[src/rtl/axi4l_pkg.sv]
// Shared AXI4-Lite types and helpers for the register slave.
package axi4l_pkg;

   localparam int AXI4L_DATA_W = 32;
   localparam int AXI4L_STRB_W = 4;

   typedef enum logic [1:0] {
      OKAY   = 2'b00,
      EXOKAY = 2'b01,
      SLVERR = 2'b10,
      DECERR = 2'b11
   } resp_t;

   function automatic logic [AXI4L_DATA_W-1:0] strb_merge(
      input logic [AXI4L_DATA_W-1:0] old_v,
      input logic [AXI4L_DATA_W-1:0] new_v,
      input logic [AXI4L_STRB_W-1:0] strb
   );
      logic [AXI4L_DATA_W-1:0] r_v;
      for (int b = 0; b < AXI4L_STRB_W; b++) begin
         r_v[b*8 +: 8] = strb[b] ? new_v[b*8 +: 8] : old_v[b*8 +: 8];
      end
      return r_v;
   endfunction

endpackage

[src/rtl/axi4l_hold_slot.sv]
// One-entry holding register: accepts a beat when empty, keeps it until cleared.
module axi4l_hold_slot #(
   parameter int W = 32
) (
   input  logic         i_clk,
   input  logic         i_rst,
   input  logic         i_valid,
   input  logic [W-1:0] i_data,
   input  logic         i_clear,
   output logic         o_ready,
   output logic         o_full,
   output logic [W-1:0] o_data
);

   logic         r_full;
   logic [W-1:0] r_data;
   logic         w_load;

   // Ready is withheld during reset so nothing is accepted into a slot being flushed.
   assign o_ready = !r_full && !i_rst;
   assign w_load  = i_valid && o_ready;
   assign o_full  = r_full;
   assign o_data  = r_data;

   always_ff @(posedge i_clk) begin
      if (i_rst) begin
         r_full <= 1'b0;
         r_data <= '0;
      end else begin
         if (i_clear) begin
            r_full <= 1'b0;
         end else if (w_load) begin
            r_full <= 1'b1;
         end
         if (w_load) begin
            r_data <= i_data;
         end
      end
   end

endmodule

[src/rtl/axi4l_reg_slave.sv]
// AXI4-Lite register bank: low indices are RW control registers, high indices are RO status inputs.
module axi4l_reg_slave
   import axi4l_pkg::*;
#(
   parameter int N_REGS = 16,
   parameter int N_RW   = 8
) (
   input  logic                         ACLK,
   input  logic                         ARESET,
   input  logic [31:0]                  AWADDR,
   input  logic [2:0]                   AWPROT,
   input  logic                         AWVALID,
   output logic                         AWREADY,
   input  logic [31:0]                  WDATA,
   input  logic [3:0]                   WSTRB,
   input  logic                         WVALID,
   output logic                         WREADY,
   output logic [1:0]                   BRESP,
   output logic                         BVALID,
   input  logic                         BREADY,
   input  logic [31:0]                  ARADDR,
   input  logic [2:0]                   ARPROT,
   input  logic                         ARVALID,
   output logic                         ARREADY,
   output logic [31:0]                  RDATA,
   output logic [1:0]                   RRESP,
   output logic                         RVALID,
   input  logic                         RREADY,
   output logic [N_RW*32-1:0]           reg_q,
   output logic [N_RW-1:0]              reg_wr_pulse,
   input  logic [(N_REGS-N_RW)*32-1:0]  ro_in
);

   localparam int IDX_W = $clog2(N_REGS);
   localparam int N_RO  = N_REGS - N_RW;

   logic [31:0]     w_aw_addr;
   logic [35:0]     w_wd;
   logic            w_aw_full;
   logic            w_w_full;
   logic            w_commit;
   logic            w_aw_oor;
   logic            w_aw_rw;
   logic [IDX_W-1:0] w_aw_idx;
   logic            w_ar_oor;
   logic [IDX_W-1:0] w_ar_idx;
   logic [31:0]     w_rd_data;
   logic            w_unused;

   logic [31:0]     r_regs [N_RW];
   logic [N_RW-1:0] r_pulse;
   logic            r_bvalid;
   resp_t           r_bresp;
   logic            r_rvalid;
   logic [31:0]     r_rdata;
   resp_t           r_rresp;

   assign w_unused = ^{AWPROT, ARPROT};

   axi4l_hold_slot #(.W(32)) u_aw_hold (
      .i_clk   (ACLK),
      .i_rst   (ARESET),
      .i_valid (AWVALID),
      .i_data  (AWADDR),
      .i_clear (w_commit),
      .o_ready (AWREADY),
      .o_full  (w_aw_full),
      .o_data  (w_aw_addr)
   );

   axi4l_hold_slot #(.W(36)) u_w_hold (
      .i_clk   (ACLK),
      .i_rst   (ARESET),
      .i_valid (WVALID),
      .i_data  ({WSTRB, WDATA}),
      .i_clear (w_commit),
      .o_ready (WREADY),
      .o_full  (w_w_full),
      .o_data  (w_wd)
   );

   // A new write commits only once the previous B response has been taken.
   assign w_commit = w_aw_full && w_w_full && !r_bvalid;
   assign w_aw_oor = (w_aw_addr >= 32'(N_REGS*4));
   assign w_aw_idx = w_aw_addr[IDX_W+1:2];
   assign w_aw_rw  = !w_aw_oor && (32'(w_aw_idx) < 32'(N_RW));

   always_ff @(posedge ACLK) begin
      if (ARESET) begin
         for (int k = 0; k < N_RW; k++) begin
            r_regs[k] <= '0;
         end
         r_pulse  <= '0;
         r_bvalid <= 1'b0;
         r_bresp  <= OKAY;
      end else begin
         r_pulse <= '0;
         if (w_commit) begin
            r_bvalid <= 1'b1;
            r_bresp  <= w_aw_oor ? SLVERR : OKAY;
            for (int k = 0; k < N_RW; k++) begin
               if (w_aw_rw && (w_aw_idx == IDX_W'(k))) begin
                  r_regs[k]  <= strb_merge(r_regs[k], w_wd[31:0], w_wd[35:32]);
                  r_pulse[k] <= |w_wd[35:32];
               end
            end
         end else if (r_bvalid && BREADY) begin
            r_bvalid <= 1'b0;
         end
      end
   end

   assign w_ar_oor = (ARADDR >= 32'(N_REGS*4));
   assign w_ar_idx = ARADDR[IDX_W+1:2];

   // Reads see r_regs before any same-cycle commit lands.
   always_comb begin
      w_rd_data = '0;
      if (!w_ar_oor) begin
         for (int k = 0; k < N_RW; k++) begin
            if (w_ar_idx == IDX_W'(k)) w_rd_data = r_regs[k];
         end
         for (int j = 0; j < N_RO; j++) begin
            if (w_ar_idx == IDX_W'(j + N_RW)) w_rd_data = ro_in[j*32 +: 32];
         end
      end
   end

   assign ARREADY = !r_rvalid && !ARESET;

   always_ff @(posedge ACLK) begin
      if (ARESET) begin
         r_rvalid <= 1'b0;
         r_rdata  <= '0;
         r_rresp  <= OKAY;
      end else if (ARVALID && ARREADY) begin
         r_rvalid <= 1'b1;
         r_rdata  <= w_rd_data;
         r_rresp  <= w_ar_oor ? SLVERR : OKAY;
      end else if (r_rvalid && RREADY) begin
         r_rvalid <= 1'b0;
      end
   end

   for (genvar g = 0; g < N_RW; g++) begin : g_regq
      assign reg_q[g*32 +: 32] = r_regs[g];
   end

   assign reg_wr_pulse = r_pulse;
   assign BVALID       = r_bvalid;
   assign BRESP        = r_bresp;
   assign RVALID       = r_rvalid;
   assign RDATA        = r_rdata;
   assign RRESP        = r_rresp;

endmodule
[config.mk]
export PLATFORM = sky130hd
export DESIGN_NAME = axi4l_reg_slave
export DESIGN_NICKNAME = d
export VERILOG_FILES = /design/src/rtl/axi4l_pkg.sv /design/src/rtl/axi4l_hold_slot.sv /design/src/rtl/axi4l_reg_slave.sv
export SDC_FILE = /design/constraint.sdc
export NUM_CORES = 1
export LEC_CHECK = 0
export BUFFER_PORTS_ARGS = -buffer_cell sky130_fd_sc_hd__buf_2
export CAP_MARGIN = 20
export CORE_AREA = 4 4 261 263
export DETAILED_ROUTE_END_ITERATION = 10
export DIE_AREA = 0 0 265 267
export SETUP_SLACK_MARGIN = 0.1
export SYNTH_ARGS = -nofsm -noshare
export SYNTH_HDL_FRONTEND = slang
export SYNTH_SLANG_ARGS = --single-unit
[constraint.sdc]
create_clock -name ACLK -period 6.01 [get_ports ACLK]
set_input_delay 0.3005 -clock ACLK [delete_from_list [all_inputs] [get_ports ACLK]]
set_output_delay 0.3005 -clock ACLK [all_outputs]
set_load 0.02 [all_outputs]
==> impl_metrics.ini <==
[outcome]
status = finished clean

[worst_setup_path]
cp_slowest_cell = o21bai_1
path_class = register to register
crit_buf_inv = 1
regToRegStartpoint = u_aw_hold.o_data[27]
r2r-end = r_regs[1][112]
cp_max_fo = 15
worstPathArrival_ns = 3.25
r2r_slack_ns = 2.94
slowest_delay_ns = 0.87
path_delay_family = simple AND/OR/NAND/NOR gates
path_cells = nor4_1 > nand4_1 > nor4_2 > clkbuf_4 > nand3_1 > o21bai_1
cp-start-kind = register
critPathCaptureType = register
crit_required_ns = 6.18
reg2reg_depth = 6

[timing]
setup_viol = 0
finClkSkew_ns = 0.0247
relSlewSlack_pct = 19.4
setup_tns_ns = 0
min_period_ns = 3.07
drv_slew = 0
setup_ws_ns = 2.94
finalHoldViolCount = 0
max_freq_mhz = 325
holdWs_ns = 0.0417
tightest_slew_ns = 1.21
rsz0062_at_grt = false
layout_worst_path_cycle_share_pct = 51.1

[power]
powerDensity_nw_per_um2 = 263
clockPowerShare_pct = 40.6
p_switching_mw = 1.85
ir_drop_uv = 184
p_sw_share_pct = 28.4
leakage_nw = 10.3
comb_power_share_pct = 14.4
pwr-share-seq_pct = 45.0
p_int_mw = 4.66
p_total_mw = 6.51

[finish]
fin_area_um2 = 24800
instances_no_fill = 3262
post-route-util_pct = 37.7
layout-drive-gt1-share_pct = 36.9
nNetsFinal = 2715
syn_to_final_growth_pct = 34.4

[die]
die_area_um2 = 70800
dieHeight_um = 267
core_region_area_um2 = 65600
pin_count = 674
start_util_pct = 28.1
die_x_um = 265
fp-row-count = 94

[yosys]
ys_ff_latch = 368
netlist_area_um2 = 18400
ys_top_cells_by_area = edfxtp_1 42%, dfxtp_1 12%, and2_1 6.6%, mux4_2 4.3%, o21ai_0 3.2%
seq_area_frac_synth_pct = 53.9
async_flop_share_pct = 0
synth_cells = 1670
synth-edff-count = 256
syn_area_per_cell_um2 = 11.0
ys.warnings.count = 0
synth_top_flop_cell = edfxtp_1
synth_area_leader_cell = edfxtp_1
synth_top_area_share_pct = 41.8
ys_types = 65

[cts]
path_clk_slew_ns = 0.06
cts.sinks = 368
cts_buffer_depth = 3
cts-root-buf = clkbuf_16
cts_tree = built
ctsHtreeMaxLevel = 2
cts-buffers-inserted = 43
clk_latency_ns = 0.58
postCtsSetupBuffers = 0

[min_path]
holdPathStages = 3
hp-class = input port to register
min_from = ARVALID
hold_path_end = RVALID

[drt]
via_per_inst = 5.41
drt-total-wl_um = 101000
initialDrtViolationCount = 1667
drt_drc_violations_left = 0
routedWlPerCell_um = 30.8
drt_pass1_iterations = 5
num_vias = 17700
ant_nets = 0

[place]
placed_cells = 3090
dp_slack_ns = 2.22
place_congestion = 0.945
postPlaceCellArea_um2 = 22600
dp_hpwl_um = 76500
portBuffers = 661

[global_routing]
grt_pass1_vias = 17400
antenna_found_initial = 41
gr-usage-all-layers_pct = 26.8
grt_max_degree = 82
grt-ovfl-total = 0
grt_pass1_wl_um = 136000

[job]
maxCapViolCount = 0
==> repair_timing <==
| item | 4_1_cts | 5_1_grt |
|---|---|---|
| hold buffers | 71 | 0 |
| endpoints found under the hold margin | 71 | 0 |
| gates resized for setup | 0 | 0 |
==> cells in the mapped netlist, types with 28 or more instances <==
| cell | instances |
|---|---|
| nand2b_1 | 55 |
| nor2_1 | 53 |
| nand2_1 | 154 |
| mux2i_1 | 28 |
| a21oi_1 | 48 |
| edfxtp_1 | 256 |
| dfxtp_1 | 112 |
| mux2_2 | 42 |
| nor2b_1 | 61 |
| clkbuf_1 | 98 |
| mux4_2 | 35 |
| and2_1 | 193 |
| o21ai_0 | 119 |
==> per-layer routing <==
metal	vias up	GRT usage [%]	part of all wire, %
li1	7600	-	-
met5	-	0	0.049
met2	1036	45.8	49
met4	8	9.88	3.5
met1	8806	33.3	40
met3	207	6.17	8.3
==> power groups by stage <==
stage	Combinational, mW	Clock, mW	Sequential, mW
global placement	0.891	0	2.97
finish	0.940	2.64	2.93
CTS	0.939	2.69	2.92
detailed placement	0.898	0	2.98
global route	0.989	2.78	2.94
floorplan	0.371	0	3.02
==> worst min-delay path, cell delays in order <==
cell,delay (ns)
buf_2,0.12
nor2_1,0.08
a211oi_1,0.06
==> logic make-up after synthesis <==
logic type	after synthesis	synth area share (%)
mux	105	8.37
other cells	1	0.0204
buf+inv	150	3.34
compound gates	431	16.0
simple gates	615	18.3
flops	368	53.9
==> placed cells by master, fill, tap and decap left out, drive strengths merged, types with 14 or more instances in the layout <==
master	n
nor2b	61
nor2	53
and2	197
mux2	42
a21oi	48
clkinv	14
a221oi	17
diode	17
clkbuf	60
mux2i	28
a22oi	27
nand2b	55
o211ai	27
nor4	19
a21o	24
edfxtp	256
dfxtp	112
nand2	154
o21bai	21
nand3	18
buf	700
a31oi	17
o21ai	119
dlygate4sd3	71
o22ai	21
a221o	20
mux4	35
==> flip-flops by register name, indices dropped and copies added (netlist names) <==
signal / cells
u_aw_hold.o_full: 1
u_aw_hold.o_data: 30
RRESP: 1
RVALID: 1
RDATA: 32
u_w_hold.o_data: 36
u_w_hold.o_full: 1
reg_wr_pulse: 8
r_regs: 256
BVALID: 1
BRESP: 1
==> final cells by class <==
type,instances,area [um^2]
Antenna cell,17,42.5
Sequential cell,368,9930
Clock inverter,21,195
Multi-Input combinational cell,1153,7900
Clock buffer,59,1220
Inverter,8,30.0
Fill cell,6574,40900
Tap cell,864,1080
Timing Repair Buffer,772,4350
==> worst max path at each step <==
stage | slack, ns | end | depth (start not counted) | startpoint
2_1_floorplan | 3.53 | r_regs[1][120] | 6 | u_aw_hold.o_data[30]
6_report | 2.94 | r_regs[1][112] | 6 | u_aw_hold.o_data[27]
3_5_place_dp | 2.22 | r_regs[1][62] | 5 | u_aw_hold.o_data[27]
3_3_place_gp | 2.24 | r_regs[1][62] | 5 | u_aw_hold.o_data[27]
5_1_grt | 2.76 | r_regs[0][4] | 7 | u_aw_hold.o_data[27]
4_1_cts | 2.18 | r_regs[1][60] | 5 | u_aw_hold.o_data[27]
(Power assumes the default switching activity.)
